`config.mk`:
```
export PLATFORM = sky130hd
export DESIGN_NAME = lsu_arbiter
export DESIGN_NICKNAME = d
export VERILOG_FILES = /design/src/rtl/lsu_arb_pkg.sv /design/src/rtl/lsu_arbiter_rr_arbiter.sv /design/src/rtl/lsu_arbiter.sv
export SDC_FILE = /design/constraint.sdc
export NUM_CORES = 1
export LEC_CHECK = 0
export ABC_AREA = 0
export BUFFER_PORTS_ARGS = -buffer_cell sky130_fd_sc_hd__buf_2
export CAP_MARGIN = 5
export CORE_ASPECT_RATIO = 0.5
export CORE_MARGIN = 2
export CORE_UTILIZATION = 35
export DETAILED_ROUTE_END_ITERATION = 6
export PLACE_DENSITY_LB_ADDON = 0.2
export RECOVER_POWER = 50
export SYNTH_ARGS = -nofsm -noshare
export SYNTH_HDL_FRONTEND = slang
export SYNTH_SLANG_ARGS = --single-unit
export TNS_END_PERCENT = 10
```
`constraint.sdc`:
```
create_clock -name clk -period 5 [get_ports clk]
set_clock_uncertainty 0.2 [all_clocks]
set_input_delay 0.25 -clock clk [delete_from_list [all_inputs] [get_ports clk]]
set_output_delay 0.25 -clock clk [all_outputs]
set_load 0.01 [all_outputs]
```
`src/rtl/lsu_arb_pkg.sv`:
```
// lsu_arb_pkg: FSM state encoding and sizing helpers shared by the LSU arbiter.
// Contents:
//   state_e   - arbiter FSM states (IDLE, ISSUE, WAIT)
//   cnt_width - bits needed by the watchdog counter, which counts 0..TIMEOUT-1
package lsu_arb_pkg;

    typedef enum logic [1:0] {
        IDLE  = 2'd0,
        ISSUE = 2'd1,
        WAIT  = 2'd2
    } state_e;

    function automatic int cnt_width(input int timeout);
        return (timeout < 2) ? 1 : $clog2(timeout);
    endfunction

endpackage

```
`src/rtl/lsu_arbiter_rr_arbiter.sv`:
```
// rr_arbiter: combinational round-robin picker for the LSU arbiter.
// Ports:
//   req_i        - request vector, one bit per requester
//   last_grant_i - index of the most recent winner; priority starts one above it
//   grant_o      - one-hot grant of the highest-priority requester (0 if none)
//   grant_idx_o  - binary index of the granted requester (0 if none)
module rr_arbiter #(
    parameter  int NREQ = 4,
    localparam int IW   = $clog2(NREQ)
) (
    input  logic [NREQ-1:0] req_i,
    input  logic [IW-1:0]   last_grant_i,
    output logic [NREQ-1:0] grant_o,
    output logic [IW-1:0]   grant_idx_o
);

    logic [IW:0] c;

    // Scan from lowest to highest priority so the last hit wins; one extra bit
    // on c keeps last_grant+k from overflowing before the modulo wrap.
    always_comb begin
        grant_o     = '0;
        grant_idx_o = '0;
        c           = '0;
        for (int k = NREQ; k >= 1; k--) begin
            c = {1'b0, last_grant_i} + (IW+1)'(k);
            c = (c >= (IW+1)'(NREQ)) ? c - (IW+1)'(NREQ) : c;
            if (req_i[c[IW-1:0]]) begin
                grant_o             = '0;
                grant_o[c[IW-1:0]]  = 1'b1;
                grant_idx_o         = c[IW-1:0];
            end
        end
    end

endmodule

```
`src/rtl/lsu_arbiter.sv`:
```
// lsu_arbiter: round-robin sharing of one load/store unit between NREQ requesters.
// Ports:
//   clk, rst        - clock, asynchronous active-high reset
//   req_valid/req_ready - per-requester valid/ready handshake (ready is one-hot)
//   req_write       - per-requester store flag (0 = load)
//   req_addr/req_wdata - packed per-requester address and store data
//   resp_valid      - one-hot, one-cycle completion pulse to the owner
//   resp_rdata      - load data (0 for stores and timeouts), qualified by resp_valid
//   resp_err        - watchdog expiry, qualified by resp_valid
//   lsu_mem_read/lsu_mem_write - single-cycle LSU strobes
//   lsu_address/lsu_write_data - latched payload presented to the LSU
//   lsu_read_data/lsu_ready    - LSU load data and completion
module lsu_arbiter
    import lsu_arb_pkg::*;
#(
    parameter int WIDTH   = 32,
    parameter int NREQ    = 4,
    parameter int TIMEOUT = 15
) (
    input  logic                  clk,
    input  logic                  rst,
    input  logic [NREQ-1:0]       req_valid,
    input  logic [NREQ-1:0]       req_write,
    input  logic [NREQ*WIDTH-1:0] req_addr,
    input  logic [NREQ*WIDTH-1:0] req_wdata,
    output logic [NREQ-1:0]       req_ready,
    output logic [NREQ-1:0]       resp_valid,
    output logic [WIDTH-1:0]      resp_rdata,
    output logic                  resp_err,
    output logic                  lsu_mem_read,
    output logic                  lsu_mem_write,
    output logic [WIDTH-1:0]      lsu_address,
    output logic [WIDTH-1:0]      lsu_write_data,
    input  logic [WIDTH-1:0]      lsu_read_data,
    input  logic                  lsu_ready
);

    localparam int IW = $clog2(NREQ);
    localparam int CW = cnt_width(TIMEOUT);

    state_e            state_q, state_d;
    logic [IW-1:0]     idx_q, idx_d, last_q, last_d, gnt_idx;
    logic              write_q, write_d, err_q, err_d, hs;
    logic [WIDTH-1:0]  addr_q, addr_d, wdata_q, wdata_d, rdata_q, rdata_d;
    logic [CW-1:0]     cnt_q, cnt_d;
    logic [NREQ-1:0]   gnt, rvalid_q, rvalid_d;
    logic [WIDTH-1:0]  addr_a  [NREQ];
    logic [WIDTH-1:0]  wdata_a [NREQ];

    for (genvar i = 0; i < NREQ; i++) begin : g_unpack
        assign addr_a[i]  = req_addr[i*WIDTH +: WIDTH];
        assign wdata_a[i] = req_wdata[i*WIDTH +: WIDTH];
    end

    rr_arbiter #(.NREQ(NREQ)) u_rr (
        .req_i        (req_valid),
        .last_grant_i (last_q),
        .grant_o      (gnt),
        .grant_idx_o  (gnt_idx)
    );

    // Ready is gated by rst so every output reads 0 while reset is held.
    assign req_ready      = (state_q == IDLE && !rst) ? gnt : '0;
    assign hs             = |(req_valid & req_ready);
    assign lsu_mem_read   = (state_q == ISSUE) && !write_q;
    assign lsu_mem_write  = (state_q == ISSUE) && write_q;
    assign lsu_address    = addr_q;
    assign lsu_write_data = wdata_q;
    assign resp_valid     = rvalid_q;
    assign resp_rdata     = rdata_q;
    assign resp_err       = err_q;

    always_comb begin
        state_d  = state_q;
        idx_d    = idx_q;
        last_d   = last_q;
        write_d  = write_q;
        addr_d   = addr_q;
        wdata_d  = wdata_q;
        cnt_d    = cnt_q;
        rvalid_d = '0;
        rdata_d  = '0;
        err_d    = 1'b0;
        case (state_q)
            IDLE: if (hs) begin
                idx_d   = gnt_idx;
                last_d  = gnt_idx;
                write_d = req_write[gnt_idx];
                addr_d  = addr_a[gnt_idx];
                wdata_d = wdata_a[gnt_idx];
                state_d = ISSUE;
            end
            ISSUE: begin
                cnt_d   = '0;
                state_d = WAIT;
            end
            WAIT: if (lsu_ready || cnt_q == CW'(TIMEOUT-1)) begin
                // A ready arriving on the last watchdog cycle still completes normally.
                rvalid_d = NREQ'(1) << idx_q;
                rdata_d  = (lsu_ready && !write_q) ? lsu_read_data : '0;
                err_d    = !lsu_ready;
                state_d  = IDLE;
            end else begin
                cnt_d = cnt_q + 1'b1;
            end
            default: state_d = IDLE;
        endcase
    end

    always_ff @(posedge clk or posedge rst) begin
        if (rst) begin
            state_q  <= IDLE;
            idx_q    <= '0;
            last_q   <= IW'(NREQ-1);
            write_q  <= 1'b0;
            addr_q   <= '0;
            wdata_q  <= '0;
            cnt_q    <= '0;
            rvalid_q <= '0;
            rdata_q  <= '0;
            err_q    <= 1'b0;
        end else begin
            state_q  <= state_d;
            idx_q    <= idx_d;
            last_q   <= last_d;
            write_q  <= write_d;
            addr_q   <= addr_d;
            wdata_q  <= wdata_d;
            cnt_q    <= cnt_d;
            rvalid_q <= rvalid_d;
            rdata_q  <= rdata_d;
            err_q    <= err_d;
        end
    end

endmodule

```
==> metrics.md <==
| Metric | Value |
|---|---|
| Outcome | `finished, violations left` |
| Failing checks | `capacitance limit, slew limit` |
| Via count | `5998` |
| Max FO, Critical Path | `34` |
| Die Y | `105 um` |
| N_diodes | `0` |
| Mapped Cells | `around 570` |
| Total die area | `between 0.02 and 0.025 mm^2` |
| R2R setup slack | `0.70 ns` |
| Fin worst setup slack | `about 0.70 ns` |
| RSZ-0062 raised after global routing | `false` |
| Leak Pwr | `approximately 5.2 nW` |
| Syn Nets | `between 800 and 900` |
| Mapped cell area | `0.00717 mm^2` |
| Count leader, synth | `mux2i_1` |
| Core area | `slightly below 0.02 mm^2` |
| Crit path launch type | `flop` |
| GP Congestion | `about 0.95` |
| Peak VDD IR | `~450 uV` |
| Post-synthesis sequential area ratio | `between 30 and 40%` |
| Final nets | `between 1000 and 1500` |
| Synth-to-Final Area Change | `37.7%` |
| RR Startpoint | `last_q[0]` |
| Vias in the first global route | `about 6000` |
| Setup violators final | `0` |
| Top-Level Pins | `about 400` |
| Place WS | `approximately 0.75 ns` |
| DR WL/cell | `roughly 17 um` |
| Max Freq | `232 MHz` |
| CTS tree | `done` |
| Post-DRT Antenna Nets | `0` |
| Slew margin rel. | `-95.6%` |
| Synthesized flop and latch total | `about 110` |
| R2R Path End | `lsu_write_data[29]` |
| MaxCap Viol Count | `1` |
| DRC viols | `0` |
| First-pass detailed-route iteration total | `4` |
| Hold WC Path Type | `in2reg` |
| Hold Fails Final Rpt | `0` |
| Worst Path Arrival | `roughly 4.3 ns` |
| Synth area leaders | `dfrtp_1, mux2i_1, mux2_4` |
| Initial antenna violation count | `0` |
| Clk Latency, worst-skew pair | `0.36 ns` |
| Worst Hold Path EP | `lsu_address[31]` |
| Fin crit period | `between 4 and 5 ns` |
| Core Rows | `36` |
| Initial Utilization | `36.3%` |
| Htree depth | `3` |
| Final wirelength | `21.0 mm` |
| First-pass GRT wire length | `between 30 and 40 mm` |
| CTS Root Cell | `clkbuf_16` |
| Tcrit/Tclk final | `between 80% and 90%` |
| Measured slew at the worst slew-check pin | `2.93 ns` |
| Die X-Extent | `just over 200 um` |
| Dominant synthesized flop cell | `dfrtp_1` |
| Largest net degree at the start of global routing | `between 70 and 80` |
| Setup bufs post-CTS | `0` |
| FFs w/ async S/R, synth | `100%` |
| DP HPWL | `16.0 mm` |
| Reg2Reg Depth | `10` |
| Syn Area/Cell | `between 10 and 15 um^2` |
| Hold Path Depth | `4` |
| Top-area cell type share of the netlist area | `between 30% and 40%` |
| Synth area leader | `dfrtp_1` |
| Post-synth cell types | `52` |
| Hold_sp | `req_addr[31]` |
| Maximum root-to-sink buffer count | `2` |
| Total CTS buffers | `9` |
| Grt ovf | `0` |
| Share of post-route cells with drive strength above 1 | `between 40% and 50%` |
| PwrDens | `approximately 710 mW/mm^2` |
| Synth top cells by count | `mux2i_1, dfrtp_1, mux2_4` |
| TNS Setup | `0 ns` |
| Drt via density | `4.77` |
| DR iter-0 viols | `218` |
| Synth Warn # | `0` |
| Max-slew violations | `76` |
| Tot GR Track Use | `18.5%` |
| CP endpoint kind | `flop` |
| Clock transition at path regs | `~0.09 ns` |
| Crit Path Class | `reg2reg` |
| Post-synth EDFFs | `0` |
| CTS Sinks | `around 110` |
| Port bufs | `roughly 410` |
| CP required | `5.04 ns` |
==> report_power, final <==
group / total [mW] / leakage (nW) / internal, mW / switching [mW]
sequential: 1.51 / 1.40 / 1.27 / 0.238
combinational: 4.78 / 3.66 / 2.50 / 2.28
clock: 0.740 / 0.145 / 0.359 / 0.381
total: 7.03 / 5.21 / 4.13 / 2.90
==> per-stage QoR <==
stage                     power (mW)  hold WS (ns)  std cells  utilization [%]  cell area, um^2
after global routing            7.51         0.108       1257             49.9             9880
after detailed placement        6.41         0.251       1207             47.4             9370
after floorplan                 5.44         0.120        566                -             7170
after CTS                       7.20         0.101       1257             50.6            10000
final                           7.03         0.114       1257             49.9             9880
after global placement          6.33         0.254       1207             47.4             9370
==> cell usage in the layout (no fill, tap or decap), drive strengths merged, types with 2 or more instances in the layout <==
| cell | Yosys | layout |
|---|---|---|
| dfrtp | 110 | 110 |
| a22o | 2 | 2 |
| nand3b | 3 | 3 |
| a31oi | 5 | 5 |
| ha | 8 | 8 |
| a311oi | 2 | 2 |
| dfstp | 2 | 2 |
| or3b | 2 | 2 |
| clkbuf | 10 | 112 |
| buf | 31 | 313 |
| o21ai | 14 | 14 |
| dlygate4sd3 | 0 | 34 |
| xor2 | 2 | 2 |
| nor3 | 3 | 3 |
| nor3b | 5 | 5 |
| mux4 | 3 | 3 |
| and2 | 36 | 36 |
| nand2 | 6 | 6 |
| a211oi | 2 | 2 |
| and3 | 3 | 3 |
| mux2 | 70 | 70 |
| mux2i | 198 | 198 |
| a21oi | 5 | 5 |
| nor2 | 8 | 8 |
| nand2b | 2 | 2 |
| inv | 12 | 17 |
| and4 | 2 | 2 |
| nand3 | 4 | 4 |
==> state kept, by name, summed over array words and instances, names as in the netlist <==
signal,flops
lsu_address,32
lsu_write_data,32
resp_rdata,32
cnt_q,4
resp_valid,4
idx_q,2
last_q,2
state_q,2
resp_err,1
write_q,1
==> repair_timing <==
action,CTS,global route
endpoints found under the setup margin,0,0
hold buffers,34,0
resized for setup,0,0
endpoints found under the hold margin,105,0
==> cell families after synthesis <==
| group | count (synthesis) | share of synthesized area, % |
|---|---|---|
| DFF | 112 | 39.1 |
| xor gates and xnor gates | 2 | 0.244 |
| adders and majority gates | 8 | 1.40 |
| AOI/OAI and AO/OA | 40 | 4.00 |
| and+or+nand+nor | 80 | 6.96 |
| muxes | 271 | 43.1 |
| buffers and inverters | 53 | 5.13 |
==> how the worst max path moves through the flow <==
stage	start	to	slack (ns)	cells past startpoint
after floorplan	last_q[1]	idx_q[1]	1.29	12
after global placement	last_q[0]	lsu_write_data[21]	0.82	10
after detailed placement	last_q[0]	lsu_write_data[11]	0.75	10
after CTS	last_q[0]	lsu_write_data[26]	0.71	10
after global routing	last_q[0]	lsu_write_data[7]	0.43	10
final	last_q[0]	lsu_write_data[29]	0.70	10
==> critical path: stages (launching register included) <==
cell and delay [ns]:
dfstp_2 0.76, inv_2 0.20, ha_1 0.61, mux2_2 0.45, and4_1 0.23, a311oi_2 0.24, a31oi_1 0.15, a22o_4 0.30
nor2_8 0.33, buf_12 0.32, mux2_4 0.33
==> layout make-up <==
type / instances / area, um^2
clock buffers: 9 / 225
well taps: 266 / 333
clock inverters: 7 / 77.6
fillers: 1793 / 9900
multi-input cells: 401 / 4020
repair buffers: 450 / 2370
inverters: 12 / 45.0
flip-flops and latches: 112 / 2810
==> metal layers <==
metal	share of wire (%)	track usage, %	vias up
met4	0.94	3.11	0
met1	41	22.0	2882
met5	0	0	-
met3	7.0	5.36	16
li1	-	-	2888
met2	51	33.2	212
(Power assumes the default switching activity.)
